===== src/rtl/alu_control_seq_pkg.sv =====
// Shared encodings for the ALU control sequencer: ALUOp classes, operation codes,
// execute-unit selects, funct7 patterns and the decoder result record.
package alu_control_seq_pkg;

    localparam logic [2:0] ALUOP_R   = 3'b000;
    localparam logic [2:0] ALUOP_I   = 3'b001;
    localparam logic [2:0] ALUOP_LUI = 3'b010;
    localparam logic [2:0] ALUOP_BR  = 3'b011;
    localparam logic [2:0] ALUOP_MEM = 3'b100;

    // Codes 0-5 match the old single-cycle ALU so existing execute logic keeps working.
    localparam logic [3:0] OP_ADD  = 4'd0;
    localparam logic [3:0] OP_SUB  = 4'd1;
    localparam logic [3:0] OP_OR   = 4'd2;
    localparam logic [3:0] OP_SLL  = 4'd3;
    localparam logic [3:0] OP_SRL  = 4'd4;
    localparam logic [3:0] OP_LUI  = 4'd5;
    localparam logic [3:0] OP_AND  = 4'd6;
    localparam logic [3:0] OP_XOR  = 4'd7;
    localparam logic [3:0] OP_SLT  = 4'd8;
    localparam logic [3:0] OP_SLTU = 4'd9;
    localparam logic [3:0] OP_SRA  = 4'd10;
    localparam logic [3:0] OP_MUL  = 4'd11;
    localparam logic [3:0] OP_MULH = 4'd12;
    localparam logic [3:0] OP_DIV  = 4'd13;
    localparam logic [3:0] OP_DIVU = 4'd14;
    localparam logic [3:0] OP_REM  = 4'd15;

    localparam logic [1:0] UNIT_ALU = 2'd0;
    localparam logic [1:0] UNIT_MUL = 2'd1;
    localparam logic [1:0] UNIT_DIV = 2'd2;

    localparam logic [6:0] F7_BASE   = 7'b0000000;
    localparam logic [6:0] F7_ALT    = 7'b0100000;
    localparam logic [6:0] F7_MULDIV = 7'b0000001;

    typedef enum logic [1:0] {
        ST_IDLE = 2'd0,
        ST_WAIT = 2'd1,
        ST_OUT  = 2'd2
    } state_e;

    typedef struct packed {
        logic [3:0] op;
        logic [1:0] unit;
        logic       illegal;
    } decode_t;

    function automatic int max_int(input int a, input int b);
        return (a > b) ? a : b;
    endfunction

    // Base-funct7 arithmetic/logic op for a funct3 value, shared by R and I forms.
    function automatic logic [3:0] base_op(input logic [2:0] f3);
        logic [3:0] op;
        case (f3)
            3'b000:  op = OP_ADD;
            3'b001:  op = OP_SLL;
            3'b010:  op = OP_SLT;
            3'b011:  op = OP_SLTU;
            3'b100:  op = OP_XOR;
            3'b101:  op = OP_SRL;
            3'b110:  op = OP_OR;
            default: op = OP_AND;
        endcase
        return op;
    endfunction

endpackage


===== src/rtl/alu_control_seq_if.sv =====
// Handshake and selector bundle between decode, the ALU control sequencer and execute.
interface alu_control_seq_if #(
    parameter int OP_W = 4
);
    logic            flush_i;
    logic            valid_i;
    logic            ready_o;
    logic [6:0]      funct7_i;
    logic [2:0]      alu_op_i;
    logic [2:0]      funct3_i;
    logic            valid_o;
    logic            ready_i;
    logic [OP_W-1:0] alu_operation_o;
    logic [1:0]      unit_sel_o;
    logic            illegal_o;
    logic            busy_o;

    modport master (
        output flush_i, valid_i, funct7_i, alu_op_i, funct3_i, ready_i,
        input  ready_o, valid_o, alu_operation_o, unit_sel_o, illegal_o, busy_o
    );

    modport slave (
        input  flush_i, valid_i, funct7_i, alu_op_i, funct3_i, ready_i,
        output ready_o, valid_o, alu_operation_o, unit_sel_o, illegal_o, busy_o
    );
endinterface


===== src/rtl/alu_control_seq_decode.sv =====
// Purely combinational selector decode: {funct7, ALUOp, funct3} -> op code, unit, illegal.
module alu_control_seq_decode
    import alu_control_seq_pkg::*;
#(
    parameter bit ENABLE_M = 1'b1
) (
    input  logic [6:0] funct7_i,
    input  logic [2:0] alu_op_i,
    input  logic [2:0] funct3_i,
    output decode_t    dec_o
);

    // Start from the illegal result; every legal path overwrites all three fields.
    always_comb begin
        dec_o = '{op: OP_ADD, unit: UNIT_ALU, illegal: 1'b1};
        case (alu_op_i)
            ALUOP_R: begin
                if (funct7_i == F7_BASE) begin
                    dec_o = '{op: base_op(funct3_i), unit: UNIT_ALU, illegal: 1'b0};
                end else if (funct7_i == F7_ALT) begin
                    if (funct3_i == 3'b000) begin
                        dec_o = '{op: OP_SUB, unit: UNIT_ALU, illegal: 1'b0};
                    end else if (funct3_i == 3'b101) begin
                        dec_o = '{op: OP_SRA, unit: UNIT_ALU, illegal: 1'b0};
                    end
                end else if (ENABLE_M && (funct7_i == F7_MULDIV)) begin
                    case (funct3_i)
                        3'b000:  dec_o = '{op: OP_MUL,  unit: UNIT_MUL, illegal: 1'b0};
                        3'b001:  dec_o = '{op: OP_MULH, unit: UNIT_MUL, illegal: 1'b0};
                        3'b100:  dec_o = '{op: OP_DIV,  unit: UNIT_DIV, illegal: 1'b0};
                        3'b101:  dec_o = '{op: OP_DIVU, unit: UNIT_DIV, illegal: 1'b0};
                        3'b110:  dec_o = '{op: OP_REM,  unit: UNIT_DIV, illegal: 1'b0};
                        default: ;
                    endcase
                end
            end
            ALUOP_I: begin
                // Immediate shifts carry their variant in funct7; everything else ignores it.
                case (funct3_i)
                    3'b001: begin
                        if (funct7_i == F7_BASE) begin
                            dec_o = '{op: OP_SLL, unit: UNIT_ALU, illegal: 1'b0};
                        end
                    end
                    3'b101: begin
                        if (funct7_i == F7_BASE) begin
                            dec_o = '{op: OP_SRL, unit: UNIT_ALU, illegal: 1'b0};
                        end else if (funct7_i == F7_ALT) begin
                            dec_o = '{op: OP_SRA, unit: UNIT_ALU, illegal: 1'b0};
                        end
                    end
                    default: dec_o = '{op: base_op(funct3_i), unit: UNIT_ALU, illegal: 1'b0};
                endcase
            end
            ALUOP_LUI: dec_o = '{op: OP_LUI, unit: UNIT_ALU, illegal: 1'b0};
            ALUOP_BR:  dec_o = '{op: OP_SUB, unit: UNIT_ALU, illegal: 1'b0};
            ALUOP_MEM: dec_o = '{op: OP_ADD, unit: UNIT_ALU, illegal: 1'b0};
            default:   ;
        endcase
    end

endmodule


===== src/rtl/alu_control_seq.sv =====
// Registered, handshaked ALU control: decodes the selector, then holds the result in
// IDLE/WAIT/OUT so multi-cycle MUL/DIV ops present their result after their latency.
module alu_control_seq
    import alu_control_seq_pkg::*;
#(
    parameter int OP_W     = 4,
    parameter bit ENABLE_M = 1'b1,
    parameter int MUL_LAT  = 3,
    parameter int DIV_LAT  = 32
) (
    input logic              clk,
    input logic              reset,
    alu_control_seq_if.slave bus
);

    localparam int CNT_W = $clog2(max_int(MUL_LAT, DIV_LAT) + 1);

    state_e           state_q, state_d;
    logic [CNT_W-1:0] cnt_q, cnt_d;
    decode_t          res_q, res_d;
    decode_t          dec;
    logic             ready;
    logic             accept;

    alu_control_seq_decode #(
        .ENABLE_M (ENABLE_M)
    ) u_decode (
        .funct7_i (bus.funct7_i),
        .alu_op_i (bus.alu_op_i),
        .funct3_i (bus.funct3_i),
        .dec_o    (dec)
    );

    // A flush must never coincide with an accept, so it gates ready directly.
    assign ready  = !bus.flush_i &&
                    ((state_q == ST_IDLE) || ((state_q == ST_OUT) && bus.ready_i));
    assign accept = bus.valid_i && ready;

    always_comb begin
        state_d = state_q;
        cnt_d   = cnt_q;
        res_d   = res_q;
        if (bus.flush_i) begin
            state_d = ST_IDLE;
            cnt_d   = '0;
        end else if (accept) begin
            res_d = dec;
            // The counter is loaded with N-2 so WAIT lasts N-1 cycles and OUT lands at N.
            if ((dec.unit == UNIT_MUL) && (MUL_LAT > 1)) begin
                state_d = ST_WAIT;
                cnt_d   = CNT_W'(MUL_LAT - 2);
            end else if ((dec.unit == UNIT_DIV) && (DIV_LAT > 1)) begin
                state_d = ST_WAIT;
                cnt_d   = CNT_W'(DIV_LAT - 2);
            end else begin
                state_d = ST_OUT;
            end
        end else begin
            case (state_q)
                ST_WAIT: begin
                    if (cnt_q == '0) begin
                        state_d = ST_OUT;
                    end else begin
                        cnt_d = cnt_q - CNT_W'(1);
                    end
                end
                ST_OUT: begin
                    if (bus.ready_i) begin
                        state_d = ST_IDLE;
                    end
                end
                default: ;
            endcase
        end
    end

    always_ff @(posedge clk) begin
        if (reset) begin
            state_q <= ST_IDLE;
            cnt_q   <= '0;
            res_q   <= '0;
        end else begin
            state_q <= state_d;
            cnt_q   <= cnt_d;
            res_q   <= res_d;
        end
    end

    assign bus.ready_o         = ready;
    assign bus.valid_o         = (state_q == ST_OUT);
    assign bus.busy_o          = (state_q == ST_WAIT);
    assign bus.alu_operation_o = OP_W'(res_q.op);
    assign bus.unit_sel_o      = res_q.unit;
    assign bus.illegal_o       = res_q.illegal;

endmodule


===== src/flat_wrapper.sv =====
// flat-port wrapper written by rule: the top's interface ports become plain ports
module alu_control_seq_flat import alu_control_seq_pkg::*;
#(
    parameter int OP_W     = 4,
    parameter bit ENABLE_M = 1'b1,
    parameter int MUL_LAT  = 3,
    parameter int DIV_LAT  = 32
)
  (clk, reset, bus_flush_i, bus_valid_i, bus_funct7_i, bus_alu_op_i, bus_funct3_i, bus_ready_i, bus_ready_o, bus_valid_o, bus_alu_operation_o, bus_unit_sel_o, bus_illegal_o, bus_busy_o);
  alu_control_seq_if #(.OP_W(OP_W)) bus_i ();
  input logic clk;
  input logic reset;
  input wire logic [$bits(bus_i.flush_i)-1:0] bus_flush_i;
  input wire logic [$bits(bus_i.valid_i)-1:0] bus_valid_i;
  input wire logic [$bits(bus_i.funct7_i)-1:0] bus_funct7_i;
  input wire logic [$bits(bus_i.alu_op_i)-1:0] bus_alu_op_i;
  input wire logic [$bits(bus_i.funct3_i)-1:0] bus_funct3_i;
  input wire logic [$bits(bus_i.ready_i)-1:0] bus_ready_i;
  output wire logic [$bits(bus_i.ready_o)-1:0] bus_ready_o;
  output wire logic [$bits(bus_i.valid_o)-1:0] bus_valid_o;
  output wire logic [$bits(bus_i.alu_operation_o)-1:0] bus_alu_operation_o;
  output wire logic [$bits(bus_i.unit_sel_o)-1:0] bus_unit_sel_o;
  output wire logic [$bits(bus_i.illegal_o)-1:0] bus_illegal_o;
  output wire logic [$bits(bus_i.busy_o)-1:0] bus_busy_o;
  assign bus_i.flush_i = bus_flush_i;
  assign bus_i.valid_i = bus_valid_i;
  assign bus_i.funct7_i = bus_funct7_i;
  assign bus_i.alu_op_i = bus_alu_op_i;
  assign bus_i.funct3_i = bus_funct3_i;
  assign bus_i.ready_i = bus_ready_i;
  assign bus_ready_o = bus_i.ready_o;
  assign bus_valid_o = bus_i.valid_o;
  assign bus_alu_operation_o = bus_i.alu_operation_o;
  assign bus_unit_sel_o = bus_i.unit_sel_o;
  assign bus_illegal_o = bus_i.illegal_o;
  assign bus_busy_o = bus_i.busy_o;
  alu_control_seq #(.OP_W(OP_W), .ENABLE_M(ENABLE_M), .MUL_LAT(MUL_LAT), .DIV_LAT(DIV_LAT)) u_core (.clk(clk), .reset(reset), .bus(bus_i));
endmodule

===== config.mk =====
export PLATFORM = sky130hd
export DESIGN_NAME = alu_control_seq_flat
export DESIGN_NICKNAME = d
export VERILOG_FILES = /design/src/rtl/alu_control_seq_pkg.sv /design/src/rtl/alu_control_seq_if.sv /design/src/rtl/alu_control_seq_decode.sv /design/src/rtl/alu_control_seq.sv /design/src/flat_wrapper.sv
export SDC_FILE = /design/constraint.sdc
export NUM_CORES = 1
export LEC_CHECK = 0
export CORE_ASPECT_RATIO = 0.9
export CORE_UTILIZATION = 50
export CTS_CLUSTER_DIAMETER = 200
export DETAILED_ROUTE_END_ITERATION = 12
export PLACE_DENSITY = 0.86
export SYNTH_ARGS = -nofsm -noshare
export SYNTH_HDL_FRONTEND = slang
export SYNTH_HIERARCHICAL = 1
export SYNTH_SLANG_ARGS = --single-unit

===== constraint.sdc =====
create_clock -name clk -period 3.7 [get_ports clk]
set_clock_uncertainty 0.1 [all_clocks]
set_input_delay 0.74 -clock clk [delete_from_list [all_inputs] [get_ports clk]]
set_output_delay 0.74 -clock clk [all_outputs]
set_load 0.01 [all_outputs]

Yosys cells after proc, flatten, opt, wreduce, memory -nomap -nowiden. Cells that the tools add are included.

Flip-flop bits (word level): 15. Input bits: 18. Output and inout port bits: 10. Logic and storage cells: 67.

$add $sub $neg: 1. Equal/unequal tests: 20. Mux-type cells: 24. Bitwise operators: 1. Reduce and logical (&&, ||, !) cells: 16.

Operator list (number): $pmux W7 S5 (2); $mux W7 (7); $mux W6 (5); $pmux W4 S7 (1); $pmux W4 S5 (1); $pmux W7 S2 (1); $eq A3 B2 Y1 const B (4); $eq A3 B3 Y1 const B (4); $mux W2 (5); $eq A7 B1 Y1 const B (1); $eq A7 B6 Y1 const B (1); $logic_not A7 Y1 (1); $eq A3 B1 Y1 const B (2); $logic_not A3 Y1 (2); $logic_not A6 Y1 (1); $reduce_and A3 Y1 (2); $sub A6 B1 Y6 const B (1); $mux W5 (1); $eq A2 B1 Y1 const B (2); $eq A2 B2 Y1 const B (2); $pmux W2 S2 (1); $logic_and A1 B1 Y1 (3); $ne A3 B1 Y1 const B (1); $ne A3 B2 Y1 const B (1); other kinds (10) (10).

Logic depth before layout (Yosys ltp).
Word-level depth: 10. Gate-level depth with buffers: 11. Gate-level depth less buffers: 10.

Modules after synthesis. The synthesis kept the hierarchy.

Modules (own cells, without submodules): alu_control_seq (instances 1, cells an instance 104, area an instance 843.3 µm², sequential area each 300.3 µm²); alu_control_seq_decode (instances 1, cells an instance 71, area an instance 401.6 µm², sequential area each 0.0 µm²).

Worst setup path after synthesis. No wires, ideal clock.

Path type: in2reg. Start: in bus_funct7_i[1]. End: reg u_core.state_q[1]. Setup time: 0.070 ns. Arrival time: 2.857 ns. Data required time: 3.530 ns. Setup slack: 0.673 ns. Stages: 10. Buffers on the path: 0. Cell sequence: nor4_2 > nand2b_1 > nor4_1 > nor3b_1 > inv_1 > ha_1 > o22a_1 > a21oi_1 > or3_1 > a21oi_1.

RTL lines: from (decl) (line flat_wrapper.sv:15) `input wire logic [$bits(bus_i.funct7_i)-1:0] bus_funct7_i;`; to (signal assigned) (line alu_control_seq.sv:83) `state_q <= state_d;`; to (decl) (line alu_control_seq.sv:18) `state_e state_q, state_d;`.

==> impl_metrics.csv <==
group,metric,value,unit
layout,final_area,0.001567,mm^2
global_routing,grt_max_degree,15,
critical_path,endpoint_kind,"register",
floorplan,dieArea,0.002693,mm^2
layout,diodes,0,
clocking,cts_buffers,3,
critical_path,r2r_setup_slack,1660,ps
timing,rsz0062_at_grt,"false",
critical_path,cp-start-kind,"primary input",
clocking,cts.clk_slew.worst_paths,80,ps
timing,min_period,3245,ps
power,p_leak,0.0005204,uW
synthesis,syn_area_per_cell,7.114,um^2
clocking,hold_buffers,0,
synthesis,yosysUniqueCellTypes,48,
global_routing,overflow,0,
power,ir_worst_vdd,0.0001943,V
place,place_hpwl,2350,um
timing,hold_viol,0,
run,cap_violations,0,
synthesis,synth_nets,200,
critical_path,critPathKind,"in2reg",
global_routing,grt_pass1_vias,1174,
critical_path,r2r_cells,6,
drt,drtIter0Drc,75,
synthesis,ys_async_sr_fraction,0,
clocking,clock_latency,290,ps
drt,dr.pass1.iters,4,
global_routing,grtUsageTotal,0.2495,
floorplan,start_util,0.5503,
min_path,worst_hold_path_type,"reg2reg",
timing,tightest_slew,504.6,ps
synthesis,synth_area,0.001245,mm^2
clocking,post_cts_buffers,0,
global_routing,grt_pass1_wl,5133,um
layout,nFillCells,202,
clocking,tritoncts,"built",
critical_path,critPathArrivalTime,3360,ps
synthesis,seq_area_frac_synth,0.2412,
critical_path,r2r-start,"u_core/state_q[0]",
floorplan,coreArea,0.002262,mm^2
timing,fmax,308.2,MHz
layout,syn_to_final_growth,25.83,%
critical_path,cp.required,3820,ps
global_routing,antenna_found_initial,0,
clocking,ctsResizeCount,0,
drt,ant_nets,0,
clocking,clockRootBuffer,"clkbuf_4",
drt,wl,3018,um
critical_path,worstSetupEndpoint,"u_core/cnt_q[5]",
critical_path,startpoint,"bus_funct7_i[1]",
place,numPortBuffers,27,
timing,slew_viol_final,0,
synthesis,synth_ff_type,"dfxtp_1",
drt,drcViolationCount,0,
timing,maxSlewHeadroom,0.6629,
floorplan,io_pins,28,
timing,setup_viol,0,
synthesis,synth_cells,175,
power,powerDensity,218.7,mW/mm^2
synthesis,synth-edff-count,0,
floorplan,die_w,54.60,um
critical_path,path_max_fanout,4,
run_status,status,"completed",
drt,wl_per_cell,13.30,um
place,dp_slack,157.1,ps
clocking,clk_path_buf_depth,2,
timing,period_share,0.8770,
clocking,htree_levels,1,
drt,via_per_inst,6.035,
layout,num-nets-final,226,
drt,vias,1370,
synthesis,ys_ff_latch,15,
floorplan,die_y,49.34,um
floorplan,num_rows,16,
timing,setup_slack,455.1,ps
synthesis,yosysWarnings,6,
clocking,cts.sinks,15,
timing,fin_tns_setup,0,ps
place,place_congestion,0.9665,
critical_path,r2r-end,"u_core/cnt_q[3]",
layout,drive_above_1_share,0.06500,
place,place_area,0.001540,mm^2
[layer usage]
metal / wire (um) / vias to the layer above / track usage
met5: 0 / - / 0
met4: 27 / 0 / 0.06410
met3: 237 / 5 / 0.03115
met2: 1298 / 68 / 0.3554
met1: 1456 / 607 / 0.3835
li1: - / 690 / -
[cell type report]
class	instances	area [um^2]	area share
sequential	15	300.3	0.1917
timing repair buffer	31	300.3	0.1917
inverter	11	41.29	0.02636
tap	27	33.78	0.02157
clock buffer	4	26.28	0.01677
multi-input combinational	139	864.6	0.5519
[worst min path at each step]
stage                                             start                            end  cells past startpoint
after CTS                 u_core/bus.alu_operation_o[2]  u_core/bus.alu_operation_o[2]                      2
final                     u_core/bus.alu_operation_o[2]  u_core/bus.alu_operation_o[2]                      2
after global placement             u_core/bus.illegal_o           u_core/bus.illegal_o                      2
after global routing      u_core/bus.alu_operation_o[1]  u_core/bus.alu_operation_o[1]                      2
after floorplan                         u_core/cnt_q[4]                u_core/cnt_q[4]                      2
after detailed placement  u_core/bus.alu_operation_o[2]  u_core/bus.alu_operation_o[2]                      2
[logic make-up (layout without fill, tap and decap cells)]
kind of cell               after synthesis  in the layout  synth area share
AOI/OAI and AO/OA                       55             55            0.2955
adders and majority gates                7              7           0.07035
buffers and inverters                   21             46           0.06432
DFF                                     15             15            0.2412
and+or+nand+nor                         77             77            0.3287
[placed cells by master (no fill, tap or decap), types with 2 or more instances in the layout]
cell type | Yosys | final
a21oi_1 | 23 | 23
a22oi_1 | 3 | 3
a311oi_1 | 4 | 4
and3_1 | 2 | 2
buf_4 | 0 | 4
clkbuf_4 | 0 | 3
clkdlybuf4s50_1 | 0 | 27
dfxtp_1 | 15 | 15
ha_1 | 7 | 7
inv_1 | 10 | 10
nand2_1 | 22 | 22
nand2b_1 | 10 | 10
nand3_1 | 6 | 6
nor2_1 | 10 | 10
nor2b_1 | 5 | 5
nor3_1 | 4 | 4
nor4_1 | 2 | 2
o21ai_0 | 5 | 5
o21ai_1 | 2 | 2
o31ai_1 | 2 | 2
or3_1 | 6 | 6
[critical path, cell delays in order]
cell and delay [ps]:
clkdlybuf4s50_1 410, nor4_2 380, nand2b_1 120, nor4_1 400, nor3b_1 300, inv_1 70, ha_1 220, or2_2 280
a221o_1 300, a21oi_1 130
[synth_stat cells (2+ instances only)]
cell type  count  area [um^2]
nand3_1        6        30.03
nor3_1         4        20.02
a21oi_1       23        115.1
a311oi_1       4        35.03
and3_1         2        12.51
a22oi_1        3        22.52
nor2_1        10        37.54
inv_1         10        37.54
nor4_1         2        12.51
o31ai_1        2        15.01
clkbuf_1       8        30.03
ha_1           7        87.58
nand2b_1      10        62.56
dfxtp_1       15        300.3
o21ai_1        2        10.01
nor2b_1        5        31.28
o21ai_0        5        25.02
or3_1          6        37.54
nand2_1       22        82.58
[sequential cells by signal, summed over array words and instances, names as in the netlist]
| signal | count |
|---|---|
| u_core/bus.alu_operation_o | 4 |
| u_core/bus.illegal_o | 1 |
| u_core/bus.unit_sel_o | 2 |
| u_core/cnt_q | 6 |
| u_core/state_q | 2 |
[power by group]
group | internal [uW] | switching [uW] | leakage, uW
logic | 39.0 | 43.8 | 0.000384
clock network | 42.0 | 53.7 | 0.0000150
registers | 163 | 0.991 | 0.000121
total | 244 | 98.5 | 0.000520
[metrics by stage]
stage,hold slack (ps),util,std cells,power [uW]
6_report,357.0,0.6925,227,342.6
5_1_grt,377.2,0.6925,227,359.0
4_1_cts,361.4,0.6925,227,343.1
3_5_place_dp,349.3,0.6809,223,248.9
3_3_place_gp,343.5,0.6809,223,246.6
2_1_floorplan,351.0,-,175,213.1
No activity file was read; power rests on OpenSTA's default activity.
